--- src/rtl/limb_pkg.sv ---
// Shared types and helpers for the Limb core's call/return stack.
// No logic of its own; provides the op encoding and a count max helper.
// Contents: LIMB_PC_W, stack_op_e ({push, pop} encoding), max_cnt().
package limb_pkg;

  localparam int LIMB_PC_W = 8;

  // Encoded directly as {push, pop} so the op can be cast from the two strobes.
  typedef enum logic [1:0] {
    STK_NONE    = 2'b00,
    STK_POP     = 2'b01,
    STK_PUSH    = 2'b10,
    STK_REPLACE = 2'b11
  } stack_op_e;

  // 9 bits covers counts up to the largest legal depth (256).
  function automatic logic [8:0] max_cnt(input logic [8:0] a, input logic [8:0] b);
    return (a > b) ? a : b;
  endfunction

endpackage

--- src/rtl/call_stack_if.sv ---
// Handshake/status bundle between the PC logic and the call stack.
// Combinational wires only; no latency of its own.
// No backpressure: push/pop are single-cycle strobes, errors are reported as flags.
// master: drives push, pop, data_in, clear_err; slave: drives top and status.
interface call_stack_if #(
  parameter int DATA_W = 8,
  parameter int DEPTH  = 16
);
  localparam int CNT_W = $clog2(DEPTH + 1);

  logic              push;
  logic              pop;
  logic [DATA_W-1:0] data_in;
  logic              clear_err;
  logic [DATA_W-1:0] top;
  logic              empty;
  logic              full;
  logic [CNT_W-1:0]  count;
  logic [CNT_W-1:0]  high_water;
  logic              overflow;
  logic              underflow;

  modport master (
    output push, pop, data_in, clear_err,
    input  top, empty, full, count, high_water, overflow, underflow
  );

  modport slave (
    input  push, pop, data_in, clear_err,
    output top, empty, full, count, high_water, overflow, underflow
  );
endinterface

--- src/rtl/stack_mem.sv ---
// DEPTH x DATA_W storage for the call stack; no reset on contents.
// Write lands on the rising edge; read is asynchronous (zero latency).
// No backpressure. Ports: clk, we/waddr/wdata (write), raddr/rdata (read).
module stack_mem #(
  parameter int DATA_W = 8,
  parameter int DEPTH  = 16,
  parameter int AW     = $clog2(DEPTH)
) (
  input  logic              clk,
  input  logic              we,
  input  logic [AW-1:0]     waddr,
  input  logic [DATA_W-1:0] wdata,
  input  logic [AW-1:0]     raddr,
  output logic [DATA_W-1:0] rdata
);

  logic [DATA_W-1:0] mem [DEPTH];

  always_ff @(posedge clk) begin
    if (we) begin
      mem[waddr] <= wdata;
    end
  end

  // raddr may point past DEPTH-1 when the stack is empty; the caller masks it.
  assign rdata = mem[raddr];

endmodule

--- src/rtl/call_stack.sv ---
// Return-PC LIFO for call/ret with status, replace, sticky errors and high-water.
// top is a combinational read of registered state; push/pop take effect on the next edge.
// No backpressure: push when full / pop when empty are dropped and flagged.
// Ports: clk, reset (async active-high), bus (call_stack_if.slave).
module call_stack
  import limb_pkg::*;
#(
  parameter int DATA_W = LIMB_PC_W,
  parameter int DEPTH  = 16
) (
  input  logic          clk,
  input  logic          reset,
  call_stack_if.slave   bus
);

  localparam int CNT_W = $clog2(DEPTH + 1);
  localparam int AW    = (DEPTH > 1) ? $clog2(DEPTH) : 1;

  logic [CNT_W-1:0]  cnt, cnt_nxt, hw;
  logic              ovf, unf;
  logic              ovf_evt, unf_evt;
  logic              we;
  logic [AW-1:0]     waddr;
  logic [AW-1:0]     raddr;
  logic [DATA_W-1:0] rdata;
  logic              is_empty, is_full;
  stack_op_e         op;

  assign op       = stack_op_e'({bus.push, bus.pop});
  assign is_empty = (cnt == '0);
  assign is_full  = (cnt == CNT_W'(DEPTH));

  always_comb begin
    cnt_nxt = cnt;
    we      = 1'b0;
    waddr   = AW'(cnt);
    ovf_evt = 1'b0;
    unf_evt = 1'b0;
    case (op)
      STK_PUSH: begin
        if (is_full) begin
          ovf_evt = 1'b1;
        end else begin
          we      = 1'b1;
          cnt_nxt = cnt + CNT_W'(1);
        end
      end
      STK_POP: begin
        if (is_empty) begin
          unf_evt = 1'b1;
        end else begin
          cnt_nxt = cnt - CNT_W'(1);
        end
      end
      STK_REPLACE: begin
        we = 1'b1;
        if (is_empty) begin
          // Nothing to replace: degrade to a push into slot 0, but flag the pop half.
          cnt_nxt = CNT_W'(1);
          unf_evt = 1'b1;
        end else begin
          waddr = AW'(cnt - CNT_W'(1));
        end
      end
      default: ;
    endcase
  end

  always_ff @(posedge clk or posedge reset) begin
    if (reset) begin
      cnt <= '0;
      hw  <= '0;
      ovf <= 1'b0;
      unf <= 1'b0;
    end else begin
      cnt <= cnt_nxt;
      hw  <= CNT_W'(max_cnt(9'(hw), 9'(cnt_nxt)));
      // A new error in the same cycle as clear_err wins.
      ovf <= ovf_evt | (ovf & ~bus.clear_err);
      unf <= unf_evt | (unf & ~bus.clear_err);
    end
  end

  assign raddr = AW'(cnt - CNT_W'(1));

  stack_mem #(
    .DATA_W (DATA_W),
    .DEPTH  (DEPTH),
    .AW     (AW)
  ) u_mem (
    .clk   (clk),
    .we    (we),
    .waddr (waddr),
    .wdata (bus.data_in),
    .raddr (raddr),
    .rdata (rdata)
  );

  assign bus.top        = is_empty ? '0 : rdata;
  assign bus.empty      = is_empty;
  assign bus.full       = is_full;
  assign bus.count      = cnt;
  assign bus.high_water = hw;
  assign bus.overflow   = ovf;
  assign bus.underflow  = unf;

endmodule

--- src/flat_wrapper.sv ---
// flat-port wrapper written by rule: the top's interface ports become plain ports
module call_stack_flat import limb_pkg::*;
#(
  parameter int DATA_W = LIMB_PC_W,
  parameter int DEPTH  = 16
)
  (clk, reset, bus_push, bus_pop, bus_data_in, bus_clear_err, bus_top, bus_empty, bus_full, bus_count, bus_high_water, bus_overflow, bus_underflow);
  call_stack_if #(.DATA_W(DATA_W), .DEPTH(DEPTH)) bus_i ();
  input  logic clk;
  input  logic reset;
  input wire logic [$bits(bus_i.push)-1:0] bus_push;
  input wire logic [$bits(bus_i.pop)-1:0] bus_pop;
  input wire logic [$bits(bus_i.data_in)-1:0] bus_data_in;
  input wire logic [$bits(bus_i.clear_err)-1:0] bus_clear_err;
  output wire logic [$bits(bus_i.top)-1:0] bus_top;
  output wire logic [$bits(bus_i.empty)-1:0] bus_empty;
  output wire logic [$bits(bus_i.full)-1:0] bus_full;
  output wire logic [$bits(bus_i.count)-1:0] bus_count;
  output wire logic [$bits(bus_i.high_water)-1:0] bus_high_water;
  output wire logic [$bits(bus_i.overflow)-1:0] bus_overflow;
  output wire logic [$bits(bus_i.underflow)-1:0] bus_underflow;
  assign bus_i.push = bus_push;
  assign bus_i.pop = bus_pop;
  assign bus_i.data_in = bus_data_in;
  assign bus_i.clear_err = bus_clear_err;
  assign bus_top = bus_i.top;
  assign bus_empty = bus_i.empty;
  assign bus_full = bus_i.full;
  assign bus_count = bus_i.count;
  assign bus_high_water = bus_i.high_water;
  assign bus_overflow = bus_i.overflow;
  assign bus_underflow = bus_i.underflow;
  call_stack #(.DATA_W(DATA_W), .DEPTH(DEPTH)) u_core (.clk(clk), .reset(reset), .bus(bus_i));
endmodule
--- config.mk ---
export PLATFORM = sky130hd
export DESIGN_NAME = call_stack_flat
export DESIGN_NICKNAME = d
export VERILOG_FILES = /design/src/rtl/limb_pkg.sv /design/src/rtl/call_stack_if.sv /design/src/rtl/stack_mem.sv /design/src/rtl/call_stack.sv /design/src/flat_wrapper.sv
export SDC_FILE = /design/constraint.sdc
export NUM_CORES = 1
export LEC_CHECK = 0
export CAP_MARGIN = 20
export CORE_ASPECT_RATIO = 0.9
export CORE_MARGIN = 4
export CORE_UTILIZATION = 41
export DETAILED_ROUTE_END_ITERATION = 6
export PLACE_DENSITY = 0.56
export SYNTH_ARGS = -nofsm -noshare
export SYNTH_HDL_FRONTEND = slang
export SYNTH_SLANG_ARGS = --single-unit
--- constraint.sdc ---
create_clock -name clk -period 4.1 [get_ports clk]
set_clock_uncertainty 0.1 [all_clocks]
set_input_delay 0.41 -clock clk [delete_from_list [all_inputs] [get_ports clk]]
set_output_delay 0.41 -clock clk [all_outputs]
set_load 0.005 [all_outputs]
After elaboration in Yosys (flattened, before gate mapping)
Memories as Yosys holds them, arrays and structs flattened. Cells that the tools add are included.

Register bits after elaboration: 12. Output and inout port bits: 22. Bits in read-only memories: 0. Word-level logic and storage cells: 34. Latch bits: 0. Memories: 1. RAM bits: 128.

Divide/modulo/power cells: 0. Multiply operators: 0. Mux-type cells: 15. Add/sub/neg operators: 2. Order comparisons: 1. Bitwise gates (word level): 5. Shifts and indexed selects: 0. Reduce and logical (&&, ||, !) cells: 2. Eq/ne operators: 4.

Memory list: u_core.u_mem.mem (depth 16, width 8, read ports 1, clocked after Yosys merged registers in 0, write ports 1, line stack_mem.sv:17) `logic [DATA_W-1:0] mem [DEPTH];`.

Operators by type and width (number): two-way mux 5 bit (3); case mux 5 bit (3 select lines) (1); two-way mux 4 bit (2); two-way mux 8 bit (1); two-way mux 1 bit (7); adder 5 x 1 -> 5 bit (second input constant) (1); equality test 5 bit (second input constant) (1); greater-than comparator 5 bit (1); logical NOT 5 bit (1); subtractor 5 x 1 -> 5 bit (second input constant) (1); equality test 2 bit (second input constant) (2); AND 1 bit (2); equality test 2 x 1 -> 1 bit (second input constant) (1); OR 1 bit (2); case mux 1 bit (2 select lines) (1); OR reduction 2 bit (1); inverter 1 bit (1).

Longest topological paths before layout
Gate-level depths: netlist (run 1).

Depth after elaboration: 5. Mapped depth: 14. Depth with buffers taken out: 12.

By module
A second synthesis (run 1) with hierarchy kept.

Cells, all modules: 330. Area, all modules: 5972.0 µm².

By module, submodules not included: stack_mem (seq. area each 3843.7 µm², area an instance 4987.3 µm², cells each 221, instances 1); call_stack (seq. area each 300.3 µm², area an instance 984.7 µm², cells each 109, instances 1).

Worst setup path after synthesis (run 1)
No wires, ideal clock.

Kind: register to register. Start: reg u_core.cnt[0] (netlist: u_core.bus.count[0]). End: mem u_core.u_mem.mem[2][0] (enable). Path buffers: 2. Period minus slack after synthesis: 3.686 ns. Slack: 0.414 ns. Data required time: 3.625 ns. Stages on the path, launching flop included: 11. Setup time: 0.375 ns. Data arrival time: 3.211 ns. Cells stage by stage: dfrtp_1 buf_1 inv_1 ha_1 or4b_1 buf_6 ha_1 and3b_1 a2111oi_0 o21ai_1 a21oi_1.

Cells in the longest elaborated chain, start to end: 5. Elaborated cells between the ends (all ways): 9.

Ends and longest elaborated chain: start: declaration (line call_stack.sv:19) `logic [CNT_W-1:0] cnt, cnt_nxt, hw;`; start signal: assignment (line call_stack.sv:76) `cnt <= cnt_nxt;`; equality test 5 bit (line call_stack.sv:31) `assign is_full = (cnt == CNT_W'(DEPTH));`; two-way mux 1 bit (line call_stack.sv:41) `if (is_full) begin`; case mux 1 bit (2 select lines) (line call_stack.sv:39) `case (op)`; two-way mux 1 bit (line stack_mem.sv:20) `if (we) begin`; two-way mux 1 bit (implied by the code) (line stack_mem.sv:21) `mem[waddr] <= wdata;`; end: declaration (line stack_mem.sv:17).

Parallel ways exist; a longest one is shown, timed or not.

Final worst setup path (run 1)
Start: reg u_core.cnt[1] (netlist: u_core.bus.count[1]). End: out bus_top[0].

Cells in the longest elaborated chain, start to end: 3. Elaborated cells between the ends (all ways): 4.

Ends and longest elaborated chain: subtractor 5 x 1 -> 5 bit; memory (16 x 8 bit); two-way mux 8 bit * (line call_stack.sv:99) `assign bus.top = is_empty ? '0 : rdata;`; end: declaration (line flat_wrapper.sv:15) `output wire logic [$bits(bus_i.top)-1:0] bus_top;`.

Every way passes the cells marked *; elsewhere a longest branch is shown, timed or not.

==> results.txt, run 1 <==
Die W - 135.9 um
Area contributors post-synth - sky130_fd_sc_hd__edfxtp_1 64%, sky130_fd_sc_hd__mux4_2 12%, sky130_fd_sc_hd__dfrtp_1 5.0%
iteration count of the initial detailed-routing pass - 4
maximum number of buffers from clock root to sink - 2
boundary pin count - 35
Power Density - 809.1 nW/um^2
Antenna diodes - 0
largest net degree at the start of global routing - 42
number of instances in the synthesized netlist - 347
Net Count, Synth - 369
standard cell core area - 14210 um^2
number of synthesized flops with an enable pin - 128
vias per cell - 5.338
Max Cap Violations - 0
number of cells in the design after placement - 577
Initial Util - 0.4248
wire length of the first global-routing pass - 19620 um
number of sinks on the clock net - 140
critical path arrival - 3.29 ns
mean routed wirelength per cell - 20.95 um
vias - 3251
Die H - 123.1 um
final weighted congestion in routability-driven placement - 0.7856
max frequency - 263.0 MHz
most used flip-flop cell after synthesis - sky130_fd_sc_hd__edfxtp_1
vias in the first global route - 3222
count of synthesis-stage warnings from yosys - 0
post-layout worst setup margin - 0.2974 ns
total routing resource utilization after global routing - 0.1645
result of the run - finished, final reports clean
count of different cell masters after synthesis - 50
Seq/Total Area, Yosys - 0.6864
synth-to-layout area growth - 20.97%
Final Hold Violating Endpoints - 0
required time reported for the critical path endpoint - 3.59 ns
drt drc - 0
post-route fraction of the period consumed by the critical path - 0.9275
cell type with the highest aggregate area in the netlist - sky130_fd_sc_hd__edfxtp_1
overall routed net length - 12760 um
count of H-tree levels built during CTS - 4
Detailed Route Iter0 Violations - 250
Clk Latency, worst-skew pair - 0.41 ns
Resize count post-CTS - 0
worst slew margin relative to its limit - 0.4730
area share of the largest cell type after synthesis - 0.6367
register bit total from synthesis - 140
critical path endpoint category - output port
number of buffers added on ports - 34
clock buffer count from CTS - 17
Setup crit start kind - register
antenna-violating nets left - 0
# Post-CTS Setup Buffers - 0
setup repair after global routing missed its margin - no
category of the critical setup timing path - register to output port
number of standard cells in the layout, taps in and fillers out - 609
Hold Buf Count CTS - 0
gr ovfl total - 0
LEAKAGE - 0.002504 uW
post-synthesis instance area - 6037 um^2
average cell area after synthesis - 17.40 um^2
Max FO, Critical Path - 34
share of layout cells above drive strength 1 - 0.2308
TNS Setup - 0 ns
Setup-failing EPs final - 0
share of async-settable or async-resettable flops after synthesis - 0.08571
DP HPWL - 8237 um
peak ir drop on the vdd network - 0.3966 mV
clk slew on worst S/H paths - 0.06 ns
slew at the pin with the worst max-slew slack - 0.7898 ns
number of rows in the core area - 41
net count reported at finish - 425
HP Class - primary input to asynchronous set/reset pin
number of antenna violations at the first check in global routing - 0
worst setup slack before clock tree synthesis - 0.3533 ns
number of max-slew violations in the final report - 0
clock tree from TritonCTS - done
clock tree root driver cell - sky130_fd_sc_hd__clkbuf_16
die area - 16730 um^2
minimum clock period after layout - 3.803 ns
layout make-up:
class                      count  area (um^2)
clock buffer                  25        559.3
fill                        1182         6907
multi-input combinational    173         1737
clock inverter                 7        46.29
timing repair buffer          56        505.5
tap                          193        241.5
inverter                      15        68.82
sequential                   140         4145
per-layer routing:
metal,GRT usage,wire length [um],vias to the layer above
li1,-,-,1516
met1,0.2402,5904,1644
met2,0.2360,5912,80
met3,0.05167,766,11
met4,0.05353,176,0
met5,0,0,-
stage by stage:
step                      power [uW]  hold slack (ns)    util  cell area (um^2)
final                           5909           0.2245  0.5140              7303
after global routing            6266           0.2871  0.5140              7303
after CTS                       6001           0.2243  0.5140              7303
after detailed placement        4478           0.4147  0.4713              6698
after global placement          4459           0.4105  0.4713              6698
after floorplan                 3465           0.1747       -              6037
worst max-delay path, cell delays in order, from the launching register on:
cell	delay, ns
sky130_fd_sc_hd__dfrtp_1	0.60
sky130_fd_sc_hd__inv_1	0.15
sky130_fd_sc_hd__ha_1	0.34
sky130_fd_sc_hd__buf_4	0.46
sky130_fd_sc_hd__mux4_2	0.44
sky130_fd_sc_hd__mux2i_1	0.25
sky130_fd_sc_hd__o22ai_1	0.15
sky130_fd_sc_hd__clkdlybuf4s50_1	0.49
synthesized netlist by cell type, drive strengths merged, types with 3 or more instances:
master and number:
nor2b 4, nand2 5, nand3 4, buf 9, dfrtp 12, inv 14
a31oi 3, ha 9, a21oi 15, mux2 6, and3 5, mux2i 18
nor3 6, nand3b 3, mux4 32, clkbuf 10, nor2 12, o22ai 9
edfxtp 128, or3 3, o21ai 9
path summary, 6_finish.rpt:
check | to | from | depth (start not counted) | slack, ns
setup / recovery | bus_top[0] | u_core.bus.count[1]$_DFF_PP0_ | 7 | 0.30
hold / removal | u_core.bus.overflow$_DFF_PP0_ | reset | 2 | 0.22
setup reg to reg | u_core.u_mem.mem[14][1]$_DFFE_PP_ | u_core.bus.count[1]$_DFF_PP0_ | 9 | 0.42
hold reg to reg | u_core.bus.overflow$_DFF_PP0_ | u_core.bus.overflow$_DFF_PP0_ | 2 | 0.43
max in group asynchronous | u_core.bus.count[0]$_DFF_PP0_ | reset | 2 | 3.30
min in group clk | u_core.bus.overflow$_DFF_PP0_ | u_core.bus.overflow$_DFF_PP0_ | 2 | 0.43
layout by cell type, fill, tap and decap left out, types with 4 or more instances in the layout:
cell type,Yosys,final
sky130_fd_sc_hd__dfrtp_1,12,11
sky130_fd_sc_hd__and3_1,5,5
sky130_fd_sc_hd__nand2_1,5,5
sky130_fd_sc_hd__clkbuf_16,0,20
sky130_fd_sc_hd__inv_1,11,11
sky130_fd_sc_hd__o21ai_1,6,6
sky130_fd_sc_hd__mux2i_1,18,18
sky130_fd_sc_hd__ha_1,9,9
sky130_fd_sc_hd__nand3_1,4,4
sky130_fd_sc_hd__nor3_1,6,6
sky130_fd_sc_hd__o22ai_1,9,9
sky130_fd_sc_hd__mux4_2,32,32
sky130_fd_sc_hd__nor2_1,12,12
sky130_fd_sc_hd__clkbuf_8,0,4
sky130_fd_sc_hd__a21oi_1,15,15
sky130_fd_sc_hd__nor2b_1,4,4
sky130_fd_sc_hd__edfxtp_1,128,128
sky130_fd_sc_hd__buf_4,0,22
sky130_fd_sc_hd__clkdlybuf4s50_1,0,34
flip-flops by register name (all words and copies together) (netlist names):
register and flops:
u_core.u_mem.mem 128, u_core.bus.overflow 1, u_core.bus.underflow 1, u_core.bus.count 5
u_core.bus.high_water 5
power by group:
| part | total [uW] | switching (uW) | internal, uW | leakage [uW] |
|---|---|---|---|---|
| combinational | 2570 | 1300 | 1270 | 0.000894 |
| sequential | 1840 | 92.3 | 1750 | 0.00131 |
| clock | 1500 | 551 | 946 | 0.000301 |
| total | 5910 | 1940 | 3970 | 0.00250 |
kinds of logic (layout without fill, tap and decap cells):
logic type | after synthesis | in the layout | synth area share
AOI/OAI and AO/OA | 50 | 50 | 0.05140
xor gates and xnor gates | 3 | 3 | 0.005597
adders and majority gates | 9 | 9 | 0.01865
buffers and inverters | 34 | 103 | 0.02591
DFF | 140 | 140 | 0.6864
muxes | 56 | 56 | 0.1604
and+or+nand+nor | 55 | 55 | 0.05160
Note: power is estimated with default switching activity, not from simulation.
==> run 2, diff against run 1 <==
--- a/config.mk
+++ b/config.mk
@@ -11,4 +11,5 @@
 export CORE_UTILIZATION = 41
 export DETAILED_ROUTE_END_ITERATION = 6
+export HOLD_SLACK_MARGIN = 0.15
 export PLACE_DENSITY = 0.56
 export SYNTH_ARGS = -nofsm -noshare
==> constraint.sdc (replaced) <==
create_clock -name clk -period 4.1 [get_ports clk]
set_clock_uncertainty 0.1 [all_clocks]
set_input_delay 0.82 -clock clk [delete_from_list [all_inputs] [get_ports clk]]
set_output_delay 0.82 -clock clk [all_outputs]
set_load 0.005 [all_outputs]
==> run 2 against run 1 <==
- register-to-register slack improved by 0.10 ns
- global-route usage decreased by 0.33 points
- via count increased by 2.8%
- flip-flop and latch count unchanged
- die area unchanged
- highest routed layer unchanged
- power increased by 3.7%
- clock-buffer cell count decreased by 8
- critical path type unchanged
- clock power increased by 12%
- worst setup slack got worse by 0.090 ns
- sequential share of layout area decreased by 1.0 points
- largest cell class unchanged
==> results.txt, run 2 (synthesis gave the netlist of run 1 again) <==
result of the run - finished, final reports clean
clk slew on worst S/H paths - 0.06 ns (about the same)
critical path's slowest cell - sky130_fd_sc_hd__dfrtp_1
vias per cell - 5.401 (+1.2%)
overall routed net length - 12550 um (-1.6%)
number of buffers added on ports - 34 (unchanged)
number of rows in the core area - 41 (unchanged)
Hold Buf Count CTS - 0 (unchanged)
Max FO, Critical Path - 22 (-35%)
Max Cap Violations - 0 (unchanged)
Die H - 123.1 um (unchanged)
clock tree from TritonCTS - done
minimum clock period after layout - 3.893 ns (+0.09021 ns)
slew at the pin with the worst max-slew slack - 0.7456 ns (-0.04423 ns)
Reg2Reg Capture Point - u_core.u_mem.mem[12][7]$_DFFE_PP_
vias in the first global route - 3317 (+2.9%)
required time reported for the critical path endpoint - 3.18 ns (-0.41 ns)
Die W - 135.9 um (unchanged)
total routing resource utilization after global routing - 0.1612 (-0.003341)
Hold Path Stages - 1
Reg2Reg Depth - 9 (unchanged)
area occupied by registers - 4145 um^2 (unchanged)
most frequent standard cell in the layout excluding fill and tap cells - sky130_fd_sc_hd__edfxtp_1
Power Density - 823.5 nW/um^2 (+1.8%)
Clk Latency, worst-skew pair - 0.41 ns (about the same)
most frequent cells in the layout - 128 x sky130_fd_sc_hd__edfxtp_1, 34 x sky130_fd_sc_hd__clkdlybuf4s50_1, 32 x sky130_fd_sc_hd__mux4_2
antenna-violating nets left - 0 (unchanged)
register ranked first by flip-flop count - u_core.u_mem.mem
DP HPWL - 8388 um (+1.8%)
LEAKAGE - 0.002583 uW (+3.2%)
gr ovfl total - 0 (unchanged)
# Post-CTS Setup Buffers - 0 (unchanged)
mean routed wirelength per cell - 20.28 um (-3.2%)
post-route fraction of the period consumed by the critical path - 0.9495 (+0.02200)
count of H-tree levels built during CTS - 4 (unchanged)
number of max-slew violations in the final report - 0 (unchanged)
most common cell type on the critical path - sky130_fd_sc_hd__nor2_1
critical path arrival - 2.97 ns (-0.32 ns)
Antenna diodes - 0 (unchanged)
wire length of the first global-routing pass - 19380 um (-1.2%)
Fillers - 1137 (-3.8%)
synth-to-layout area growth - 23.19%
Setup-failing EPs final - 0 (unchanged)
drt drc - 0 (unchanged)
vias - 3343 (+2.8%)
net count reported at finish - 435 (+2.4%)
final-layout worst hold slack - 0.4396 ns (+0.2151 ns)
Setup crit start kind - register
worst slew margin relative to its limit - 0.5011 (+0.02809)
Reg2Reg Setup Slack - 0.52 ns (+0.10 ns)
Detailed Route Iter0 Violations - 221 (-12%)
critical path endpoint category - output port
boundary pin count - 35 (unchanged)
max frequency - 256.9 MHz (-2.3%)
maximum number of buffers from clock root to sink - 2 (unchanged)
timing startpoint of the critical path - u_core.bus.count[2]$_DFF_PP0_
TNS Setup - 0 ns (unchanged)
clock buffer count from CTS - 17 (unchanged)
clock tree root driver cell - sky130_fd_sc_hd__clkbuf_16
Final Hold Violating Endpoints - 0 (unchanged)
FF-to-FF Start - u_core.bus.count[0]$_DFF_PP0_
die area - 16730 um^2 (unchanged)
largest net degree at the start of global routing - 35 (-17%)
final weighted congestion in routability-driven placement - 0.9232 (+18%)
iteration count of the initial detailed-routing pass - 4 (unchanged)
setup repair after global routing missed its margin - no
peak ir drop on the vdd network - 0.3153 mV (-21%)
WHS Endpoint - u_core.bus.high_water[1]$_DFFE_PP0P_
Resize count post-CTS - 0 (unchanged)
cells along the critical path - nor3_1 > nor2_1 > nor2_1 > o22ai_1 > clkdlybuf4s50_1
area of combinational cells with multiple inputs - 1737 um^2 (unchanged)
post-route total power - 6125 uW (+3.7%)
number of flip-flops under the largest register name - 128 (unchanged)
share of layout cells above drive strength 1 - 0.2488 (+0.01806)
Initial Util - 0.4248 (unchanged)
HP Class - register to register
slowest cell delay on critical path - 0.63 ns (+0.03 ns)
critical hold path startpoint - u_core.bus.high_water[1]$_DFFE_PP0P_
category of the critical setup timing path - register to output port
standard cell core area - 14210 um^2 (unchanged)
number of sinks on the clock net - 140 (unchanged)
number of antenna violations at the first check in global routing - 0 (unchanged)
[run 2: cell types whose count changed in the layout (fill, tap and decap cells not counted), sizes merged]
cell / change
clkbuf: -8
buf: +10
inv: -1
clkinv: +3
bufinv: +6
[run 2: report_power, final]
part           switching, uW  internal, uW  leakage [uW]  total (uW)
Clock                    551          1130      0.000323        1680
Sequential               110          1750       0.00131        1860
Combinational           1280          1300      0.000951        2580
[run 2: critical path: cells and delay by family (launching register included)]
family,cells,cell delay (ns)
buffers and inverters,1,0.54
flip-flops,1,0.63
AO/OA/AOI/OAI,1,0.28
AND/OR/NAND/NOR,3,1.12
[run 2: through the flow]
stage                     cell area [um^2]  instances  utilization  setup WS [ns]
after floorplan                       6037        347            -         0.4140
after global placement                6785        587       0.4775         0.3258
after detailed placement              6785        587       0.4775         0.2663
after CTS                             7437        619       0.5234         0.1546
after global routing                  7437        619       0.5234       0.001560
final                                 7437        619       0.5234         0.2072
[run 2: cell type report]
type                       instances  area share
multi-input combinational        173      0.2335
clock buffer                      17     0.05720
timing repair buffer              66     0.07974
tap                              193     0.03247
sequential                       140      0.5574
clock inverter                    15     0.03045
inverter                          15    0.009253
[run 2: metal layers]
metal / GRT usage / vias to the layer above / part of all wire
met5: 0 / - / 0
met4: 0.05668 / 0 / 0.015
met3: 0.03987 / 17 / 0.048
met2: 0.2478 / 94 / 0.47
met1: 0.2264 / 1703 / 0.46
li1: - / 1529 / -
[run 2: how the worst max path moves through the flow]
stage	end	slack [ns]	cells after the start
after floorplan	u_core.u_mem.mem[2][0]$_DFFE_PP_	0.41	10
after global placement	u_core.bus.high_water[2]$_DFFE_PP0P_	0.33	9
after detailed placement	u_core.bus.high_water[4]$_DFFE_PP0P_	0.27	10
after CTS	bus_top[6]	0.15	6
after global routing	bus_top[6]	0.002	6
final	bus_top[6]	0.21	5
